--- src/rtl/ps2_host_tx.sv ---
// ps2_host_tx: sends one command byte to a PS/2 device by driving open-drain
// pull-low enables on the shared clock/data pair.
module ps2_host_tx #(
  parameter int INHIBIT_CYC = 6500,
  parameter int TIMEOUT_CYC = 975000
) (
  input  logic       pclk,
  input  logic       rst,
  input  logic [7:0] tx_data,
  input  logic       tx_valid,
  output logic       tx_ready,
  input  logic       ps2_clk_in,
  input  logic       ps2_data_in,
  output logic       ps2_clk_oe,
  output logic       ps2_data_oe,
  output logic       busy,
  output logic       tx_done,
  output logic       tx_err
);
  localparam logic [19:0] INH_LAST = 20'(INHIBIT_CYC - 1);
  localparam logic [19:0] TO_LAST = 20'(TIMEOUT_CYC - 1);
  typedef enum logic [2:0] {IDLE, INHIBIT, REQ, SEND, ACK_CHK, WAIT_REL} state_t;
  state_t state, state_n;
  logic [2:0] clk_sync;
  logic [1:0] data_sync;
  logic [19:0] cnt, cnt_n;
  logic [3:0] edge_cnt, edge_n;
  logic [15:0] frame, frame_n;
  logic ack, ack_n, done_n, err_n, clk_oe_n, data_oe_n, fall, clk_s, data_s;
  assign clk_s = clk_sync[1];
  assign data_s = data_sync[1];
  assign fall = ~clk_sync[1] & clk_sync[2];
  assign tx_ready = state == IDLE;
  always_ff @(posedge pclk or negedge rst) begin
    if (!rst) begin
      clk_sync <= 3'b111;
      data_sync <= 2'b11;
      state <= IDLE;
      cnt <= '0;
      edge_cnt <= '0;
      frame <= '0;
      ack <= 1'b0;
      ps2_clk_oe <= 1'b0;
      ps2_data_oe <= 1'b0;
      busy <= 1'b0;
      tx_done <= 1'b0;
      tx_err <= 1'b0;
    end else begin
      clk_sync <= {clk_sync[1:0], ps2_clk_in};
      data_sync <= {data_sync[0], ps2_data_in};
      state <= state_n;
      cnt <= cnt_n;
      edge_cnt <= edge_n;
      frame <= frame_n;
      ack <= ack_n;
      ps2_clk_oe <= clk_oe_n;
      ps2_data_oe <= data_oe_n;
      busy <= state_n != IDLE;
      tx_done <= done_n;
      tx_err <= err_n;
    end
  end
  // Frame bit i is what the line carries after falling edge i; bit 0 is the start bit.
  always_comb begin
    state_n = state;
    cnt_n = cnt;
    edge_n = edge_cnt;
    frame_n = frame;
    ack_n = ack;
    done_n = 1'b0;
    err_n = 1'b0;
    case (state)
      IDLE: if (tx_valid) begin
        state_n = INHIBIT;
        cnt_n = '0;
        frame_n = {6'h3f, ~^tx_data, tx_data, 1'b0};
      end
      INHIBIT: begin
        state_n = cnt == INH_LAST ? REQ : INHIBIT;
        cnt_n = cnt == INH_LAST ? '0 : cnt + 20'd1;
      end
      REQ: begin
        state_n = SEND;
        cnt_n = '0;
        edge_n = '0;
      end
      SEND: begin
        cnt_n = cnt + 20'd1;
        if (fall && edge_cnt == 4'd10) begin
          state_n = ACK_CHK;
          ack_n = ~data_s;
        end else if (cnt >= TO_LAST) begin
          state_n = IDLE;
          err_n = 1'b1;
        end else if (fall) edge_n = edge_cnt + 4'd1;
      end
      ACK_CHK: begin
        cnt_n = cnt + 20'd1;
        state_n = ack ? WAIT_REL : IDLE;
        err_n = ~ack;
      end
      WAIT_REL: begin
        cnt_n = cnt + 20'd1;
        if (clk_s && data_s) begin
          state_n = IDLE;
          done_n = 1'b1;
        end else if (cnt >= TO_LAST) begin
          state_n = IDLE;
          err_n = 1'b1;
        end
      end
      default: state_n = IDLE;
    endcase
    clk_oe_n = state_n == INHIBIT || state_n == REQ;
    data_oe_n = state_n == REQ || (state_n == SEND && !frame_n[edge_n]);
  end
endmodule

--- config.mk ---
export PLATFORM = sky130hd
export DESIGN_NAME = ps2_host_tx
export DESIGN_NICKNAME = d
export VERILOG_FILES = /design/src/rtl/ps2_host_tx.sv
export SDC_FILE = /design/constraint.sdc
export NUM_CORES = 1
export LEC_CHECK = 0
export BUFFER_PORTS_ARGS = -buffer_cell sky130_fd_sc_hd__clkbuf_2
export CAP_MARGIN = 20
export CORE_ASPECT_RATIO = 1.1
export CORE_MARGIN = 5
export CORE_UTILIZATION = 54
export DETAILED_ROUTE_END_ITERATION = 7
export HOLD_SLACK_MARGIN = 0.08
export PLACE_DENSITY_LB_ADDON = 0.3
export SYNTH_ARGS = -nofsm -noshare
export SYNTH_HDL_FRONTEND = slang
export SYNTH_SLANG_ARGS = --single-unit
--- constraint.sdc ---
create_clock -name pclk -period 2.69 [get_ports pclk]
set_input_delay 0.269 -clock pclk [delete_from_list [all_inputs] [get_ports pclk]]
set_output_delay 0.269 -clock pclk [all_outputs]
set_load 0.03 [all_outputs]
---- After elaboration in Yosys (flattened, before gate mapping) ----
Index checks and enable logic that the tools add are counted.
cells by class
  equal/unequal tests ..................... 11
  order comparisons ....................... 2
  reductions and logical operators ........ 13
  add/sub/neg operators ................... 2
  bitwise gates (word level) .............. 4
  muxes and demuxes ....................... 24
operators with widths
  operator                                                     number
  one-hot mux 20 bit (4 select lines)                          1
  2-to-1 mux 20 bit                                            2
  2-to-1 mux 16 bit                                            2
  adder 20 x 1 -> 20 bit (second input constant)               1
  equality test 20 x 13 -> 1 bit (second input constant)       1
  >= comparator 20 bit (second input constant)                 1
  one-hot mux 3 bit (6 select lines)                           1
  2-to-1 mux 3 bit                                             5
  equality test 3 x 2 -> 1 bit (second input constant)         4
  2-to-1 mux 4 bit                                             3
  one-hot mux 4 bit (2 select lines)                           1
  XNOR reduction 8 bit                                         1
  equality test 3 x 1 -> 1 bit (second input constant)         2
  equality test 3 bit (second input constant)                  2
  2-to-1 mux 1 bit                                             6
  less-than comparator 4 x 5 -> 1 bit (second input constant)  1
  adder 4 x 1 -> 4 bit (second input constant)                 1
  binary-select mux 1 bit (select 4 bit)                       1
  equality test 4 bit (second input constant)                  1
  AND reduction 2 bit                                          2
  nonzero test 4 bit                                           1
  logical AND 1 bit                                            3
  zero test 3 bit                                              1
  inverter 1 bit                                               3
  8 further kinds                                              9
word-level totals
  bits of input ports ..................... 13
  output and inout port bits .............. 6
  word-level logic and storage cells ...... 68
  register bits after elaboration ......... 54

---- Longest topological paths before layout ----
Gate-level depths: netlist of the first run.
  depth after elaboration ................. 11
  gate-level depth with buffers ........... 10
  depth with buffers taken out ............ 10

---- Least setup slack after synthesis of the first run ----
No wires, ideal clock.
  kind .................................... reg-to-reg
  start ................................... reg state[2]
  end ..................................... reg ps2_data_oe
  slack ................................... -491 ps
  data required time ...................... 2,624 ps
  clock period less this slack ............ 3,181 ps
  arrival ................................. 3,114 ps
  path buffers ............................ 3
  library setup time ...................... 66 ps
  stages on the path, launching flop included .. 11
  path through ............................ dfrtp_1 buf_2 nor3_1 and2_1 clkbuf_1 buf_2 mux2_2 or2_2 a32o_1 o311ai_1 o311a_1
between the ends
  word-level cells in the longest chain between the ends .. 7
  elaborated cells on any way between the ends .. 20
  classes of those cells .................. eq/ne (7); mux (9); reduce/logical (4)
ends and longest elaborated chain
  what                                    RTL line  text
  start: declaration                      23        state_t state, state_n;
  start signal: assignment                51        state <= state_n;
  zero test 3 bit                         -
  named net tx_ready                      11        output logic tx_ready,
  2-to-1 mux 16 bit                       72        case (state)
  named net frame_n[4]                    28        logic [15:0] frame, frame_n;
  binary-select mux 1 bit (select 4 bit)  115       data_oe_n = state_n == REQ || (state_n == SEND && !frame_n[edge_n]);
  2-to-1 mux 1 bit (not written as such)  115
  zero test 1 bit                         115
  logical AND 1 bit                       115
  logical OR 1 bit                        115
  named net data_oe_n                     29        logic ack, ack_n, done_n, err_n, clk_oe_n, data_oe_n, fall, clk_s, data_s;
  end signal: assignment                  57        ps2_data_oe <= data_oe_n;
  end: declaration                        15        output logic ps2_data_oe,
The timed path passes the listed nets, and every way through them passes these cells. The select of a mux whose other input is x is not followed.
A chain may end at the register's enable or synchronous reset.

---- Final worst setup path of the first run ----
  start ................................... reg cnt[1]
  end ..................................... reg ps2_data_oe
between the ends
  word-level cells in the longest chain between the ends .. 9
  elaborated cells on any way between the ends .. 17
  classes of those cells .................. order compare (1); eq/ne (3); mux (10); reduce/logical (3)
ends and longest elaborated chain
  what                                    RTL line  text
  start: declaration                      26        logic [19:0] cnt, cnt_n;
  start signal: assignment                52        cnt <= cnt_n;
  >= comparator 20 bit                    92        end else if (cnt >= TO_LAST) begin
  2-to-1 mux 4 bit                        92
  2-to-1 mux 4 bit                        89        if (fall && edge_cnt == 4'd10) begin
  one-hot mux 4 bit (2 select lines)      72
  named net edge_n[0]                     27        logic [3:0] edge_cnt, edge_n;
  binary-select mux 1 bit (select 4 bit)  115
  2-to-1 mux 1 bit (not written as such)  115
  zero test 1 bit                         115
  logical AND 1 bit                       115
  logical OR 1 bit                        115
  named net data_oe_n                     29
The timed path passes the listed nets, and every way through them passes these cells. The select of a mux whose other input is x is not followed.

==> metrics.txt, run 1 <==
wire per inst 15.50 µm; WS Path Type reg -> reg; Logic pwr share 4.1%; peak supply drop 0.2355 mV; clock share of power 34.4%; Pleak 1.504 nW; worst path required time 2880 ps; Setup violations, final 1; Net Sw Frac 21.32%; HP Start tx_data[6]; via count 2355; top layer reached by signal wires met4; GRT overflow 0; CP arrival 2980 ps; kind of start point of the critical path flip-flop; Initial Util 56.46%; largest net degree at the start of global routing 33; Post-Syn Area 0.002880 mm²; I/O Pins 19; post-CTS setup buffer count 0; synth top area cells dfrtp_1, mux2_2, dfstp_2, o21ai_0, nand2_1; # DRC 0; post-synthesis average cell area 9.932 µm²; vias in the first global route 2456; clk buf depth 2; first-pass GRT wire length 11.30 mm; most frequent cells in the layout dfrtp_1, buf_4, nand2_1, nor2_1, o21ai_0; post-route ant nets 0; RSZ-0062 raised after global routing yes; Yosys top cell area share 42.57%; MaxCap Viol Count 0; worst hold path class in -> reg; Setup TNS Final -97.29 ps; Slew @ Worst Pin 678.3 ps; Clock Skew 8.305 ps; Core Footprint 0.005101 mm²; clk slew on worst S/H paths 90 ps; hpwl dp 4.949 mm; Clock Latency Late Sink 300 ps; Crit. End Element flip-flop; Seq/Total Area, Yosys 47.13%; Synth Warn # 0; # fillers 407; sequential power share 61.5%; DRT Wirelength 6.462 mm; Top FF cell, synth dfrtp_1; Post-Syn Nets 306; DR iter-0 viols 131; Tcrit/Tclk final 103.6%; Fin Hold WS 251.0 ps; die width 79.64 µm; largest area contributor in the netlist dfrtp_1; final worst path period need 2787 ps; Post-Syn Instances 290; Max-slew headroom 54.78%; area grow syn2layout 19.98%; share of cells above drive strength 1 29.57%; # nets final 360; DR vias/cell 5.647; CTS tree built; fmax 358.8 MHz; worst setup margin -97.29 ps; CP Max Fanout 7; Slew Limit Fails 0; Util after Layout 67.75%; IO buf count 18; Pint 1.049 mW; Worst Setup SP cnt[1]; Antenna Cells 0; most common cell after layout, fill and taps aside dfrtp_1; worst r2r src cnt[1]; Total GRT Usage 20.66%; Sink Count 54; row cnt 27; initial antenna violation count 0; Num CTS Buffers 5; Hold Vio Cnt, Final 0; met2 wire len 3.401 mm; failing checks setup timing; Pwr Density 385.8 mW/mm²; CTS Root Cell clkbuf_8; flip-flop and latch count after synthesis 54; net switching power 0.2842 mW; routed length on met1 2.695 mm; status finished with violations; EDFF count, synth 0; asr flop ratio synth 100.0%; routability cong. 0.8735; Initial DRT Pass Iterations 4; Chip Height 86.60 µm; htree depth 2; WL met3 270 µm; Unique masters post-synth 56; die area 0.006896 mm²
cell type report:
type                            instances  area, µm²  share of cell area (%)
Timing Repair Buffer                   58      397.9                   11.51
Tap cell                               72      90.09                   2.607
Inverter                                6      22.52                  0.6517
Multi-Input combinational cell        219       1493                   43.19
Clock inverter                          2      12.51                  0.3621
Sequential cell                        54       1358                   39.28
Clock buffer                            6      82.58                   2.390
worst paths after layout:
path | endpoint | slack (ps) | cells past startpoint
setup / recovery | ps2_data_oe | -100 | 9
hold / removal | frame[7] | 250 | 2
setup reg to reg | ps2_data_oe | -100 | 9
hold reg to reg | clk_sync[1] | 360 | 0
max in group asynchronous | data_sync[1] | 1350 | 3
min in group asynchronous | cnt[13] | 490 | 2
sequential cells by signal, indices dropped and copies added (netlist names):
signal       cells
busy             1
ps2_clk_oe       1
tx_done          1
tx_err           1
cnt             20
data_sync        2
ps2_data_oe      1
ack              1
frame           16
state            3
clk_sync         3
edge_cnt         4
power by group through the flow:
stage | clock network (mW) | logic (mW) | registers, mW
after CTS | 0.472 | 0.0554 | 0.820
after global placement | 0 | 0.0508 | 0.836
final | 0.459 | 0.0542 | 0.820
after floorplan | 0 | 0.0195 | 0.836
after global routing | 0.511 | 0.0606 | 0.821
after detailed placement | 0 | 0.0520 | 0.836
cell usage after synthesis, types with 4 or more instances:
library cell  count
dfrtp_1          49
nand2_1          25
nor2_1           25
o21ai_0          22
mux2_2           12
nand3_1          12
o21ai_1          10
clkbuf_1          9
xnor2_1           9
or2_2             8
and3_1            7
nor2b_1           7
nor3_1            7
inv_1             6
dfstp_2           5
o31ai_1           5
a31oi_1           4
mux2i_1           4
nand2b_1          4
critical path, cell delays in order (launching register included):
cell,delay (ps)
dfrtp_1,420
ha_4,180
a2111oi_4,330
o211ai_2,160
a2111o_1,440
nand2_4,120
mux2_4,170
nor3_2,30
or4_1,530
o311a_1,300
stage by stage:
| stage | worst slack (ps) | instances | power, mW | instance area (µm²) |
|---|---|---|---|---|
| final | -97.29 | 417 | 1.333 | 3456 |
| after global routing | -245.4 | 417 | 1.393 | 3456 |
| after CTS | -72.72 | 417 | 1.348 | 3443 |
| after detailed placement | -61.96 | 406 | 0.8882 | 3318 |
| after global placement | -6.317 | 406 | 0.8869 | 3318 |
| after floorplan | 6.868 | 290 | 0.8557 | 2908 |
cell families after synthesis:
family	share of synthesized area, %
flops	47.13
fa+ha+maj	1.303
xor+xnor	3.041
compound gates	17.38
mux	7.341
buf+inv	2.302
simple gates	21.50
routing by layer:
layer  vias to the layer above  global-route usage [%]
met5                         -                       0
met4                         0                   6.875
met3                         8                   3.326
met2                        55                   36.60
met1                      1137                   25.47
li1                       1155                       -
repair_timing:
| action | CTS | global route |
|---|---|---|
| gates resized for setup | 0 | 3 |
| setup endpoints to repair | 1 | 8 |
| hold buffers | 3 | 0 |
| hold endpoints to repair | 24 | 0 |
(Power assumes the default switching activity.)
==> inputs of run 2 (changes only) <==
--- a/config.mk
+++ b/config.mk
@@ -12,7 +12,7 @@
 export CORE_UTILIZATION = 54
 export DETAILED_ROUTE_END_ITERATION = 7
 export HOLD_SLACK_MARGIN = 0.08
-export PLACE_DENSITY_LB_ADDON = 0.3
+export PLACE_DENSITY = 0.75
 export SYNTH_ARGS = -nofsm -noshare
 export SYNTH_HDL_FRONTEND = slang
 export SYNTH_SLANG_ARGS = --single-unit
==> metrics.txt, run 2 (synthesized netlist as in run 1, its figures left out) <==
row cnt 27 (unchanged); Setup TNS Final -69.55 ps (was -97.29 ps); die width 79.64 µm (unchanged); share of cells above drive strength 1 28.78% (was 29.57%); via count 2360 (was 2355); wire per inst 15.57 µm (was 15.50 µm); Num CTS Buffers 5 (unchanged); Util after Layout 67.84% (was 67.75%); CTS Root Cell clkbuf_8 (unchanged); area grow syn2layout 20.16% (was 19.98%); vias in the first global route 2311 (was 2456); clk slew on worst S/H paths 100 ps (was 90 ps); GRT overflow 0 (unchanged); routability cong. 0.8151 (was 0.8735); htree depth 2 (unchanged); clk buf depth 2 (unchanged); Sink Count 54 (unchanged); IO buf count 18 (unchanged); fmax 362.4 MHz (was 358.8 MHz); first-pass GRT wire length 10.77 mm (was 11.30 mm); Antenna Cells 0 (unchanged); crit path buf inv count 0 (unchanged); peak supply drop 0.3261 mV (was 0.2355 mV); die area 0.006896 mm² (unchanged); RSZ-0062 raised after global routing yes (unchanged); worst path required time 2890 ps (was 2880 ps); Power Total 1.433 mW (was 1.333 mW); # fillers 378 (was 407); DRT Wirelength 6.477 mm (was 6.462 mm); biggest regs cnt (20), frame (16), edge_cnt (4) (unchanged); DR iter-0 viols 154 (was 131); Core Footprint 0.005101 mm² (unchanged); cell family with most CP delay compound AO/OA/AOI/OAI gates (unchanged); Crit. End Element flip-flop (unchanged); initial antenna violation count 0 (unchanged); Pleak 1.510 nW (was 1.504 nW); Clock Latency Late Sink 310 ps (was 300 ps); Clock Skew 4.735 ps (was 8.305 ps); most frequent cells in the layout dfrtp_1, buf_4, nand2_1, nor2_1, o21ai_0 (unchanged); hpwl dp 4.881 mm (was 4.949 mm); CP Max Fanout 6 (was 7); Tcrit/Tclk final 102.6% (was 103.6%); DR vias/cell 5.673 (was 5.647); Setup violations, final 1 (unchanged); Pwr Density 414.0 mW/mm² (was 385.8 mW/mm²); Initial Util 56.46% (unchanged); Hold Vio Cnt, Final 0 (unchanged); status finished with violations (unchanged); largest net degree at the start of global routing 31 (was 33); Total GRT Usage 19.95% (was 20.66%); CP arrival 2960 ps (was 2980 ps); worst setup margin -69.55 ps (was -97.29 ps); most common cell after layout, fill and taps aside dfrtp_1 (unchanged); Chip Height 86.60 µm (unchanged); failing checks setup timing (unchanged); Fin Hold WS 233.3 ps (was 251.0 ps); # DRC 0 (unchanged); WS Path Type reg -> reg (unchanged); slowest CP cell or4_1 (unchanged); I/O Pins 19 (unchanged); kind of start point of the critical path flip-flop (unchanged); worst hold path class in -> reg (unchanged); number of flip-flops in the largest register 20 (unchanged); # nets final 359 (was 360); Slew @ Worst Pin 679.8 ps (was 678.3 ps); MaxCap Viol Count 0 (unchanged); Slew Limit Fails 0 (unchanged); Initial DRT Pass Iterations 4 (unchanged); max incr delay on CP 520 ps (was 530 ps); post-route ant nets 0 (unchanged); Max-slew headroom 54.68% (was 54.78%); final worst path period need 2760 ps (was 2787 ps); critical-path cell list ha_4 -> a2111oi_4 -> o211ai_2 -> a2111o_1 -> nand2_4 -> mux2_1 -> nor3_1 -> or4_1 -> o311a_1 (was ha_4 -> a2111oi_4 -> o211ai_2 -> a2111o_1 -> nand2_4 -> mux2_4 -> nor3_2 -> or4_1 -> o311a_1); CTS tree built (unchanged); Biggest register cnt (unchanged)
==> run 2: what timing repair did <==
action                                  in CTS  in global routing
buffers inserted                             0                  0
gates resized for setup                      0                  1
hold buffers                                 3                  0
endpoints found under the hold margin       26                  0
endpoints found under the setup margin       1                 10
==> run 2: worst paths after layout <==
kind | from | end | slack [ps] | cells after the start
setup / recovery | cnt[1] | ps2_data_oe | -70 | 9
hold / removal | tx_data[6] | frame[7] | 230 | 2
setup reg to reg | cnt[1] | ps2_data_oe | -70 | 9
hold reg to reg | clk_sync[0] | clk_sync[1] | 360 | 0
max in group asynchronous | rst | clk_sync[2] | 1320 | 3
min in group asynchronous | rst | cnt[13] | 510 | 2
==> run 2: layout make-up <==
type                    count  area, µm²  share of cell area [%]
multi-input cells         219       1484                   42.88
repair buffers             57      390.4                   11.28
clock buffers               5      68.82                   1.988
clock inverters             3      47.55                   1.374
well taps                  72      90.09                   2.603
flip-flops and latches     54       1358                   39.23
inverters                   6      22.52                  0.6508
==> run 2: through the flow <==
step,std cells,worst slack (ps),cell area [µm²]
floorplan,290,6.868,2908
global placement,405,2.530,3311
global route,416,-214.2,3461
detailed placement,405,-53.25,3311
finish,416,-69.55,3461
CTS,416,-67.66,3457
==> run 2: worst reg2reg max path, cell delays in order (launching register included) <==
cell and delay, ps:
dfrtp_1 420, ha_4 180, a2111oi_4 320, o211ai_2 160, a2111o_1 440, nand2_4 120, mux2_1 140, nor3_1 40
or4_1 520, o311a_1 310
==> run 2: metal layers <==
| layer | part of all wire, % | vias up | track usage [%] |
|---|---|---|---|
| met3 | 3.2 | 11 | 3.742 |
| met1 | 44 | 1143 | 25.08 |
| met2 | 50 | 49 | 34.17 |
| met5 | 0 | - | 0 |
| li1 | - | 1157 | - |
| met4 | 2.4 | 0 | 7.031 |
==> run 2: where the power goes <==
group	leakage, nW	switching (mW)	internal, mW
Combinational	0.813	0.0296	0.0229
Sequential	0.639	0.00327	0.818
Clock	0.0587	0.276	0.282
Total	1.51	0.309	1.12
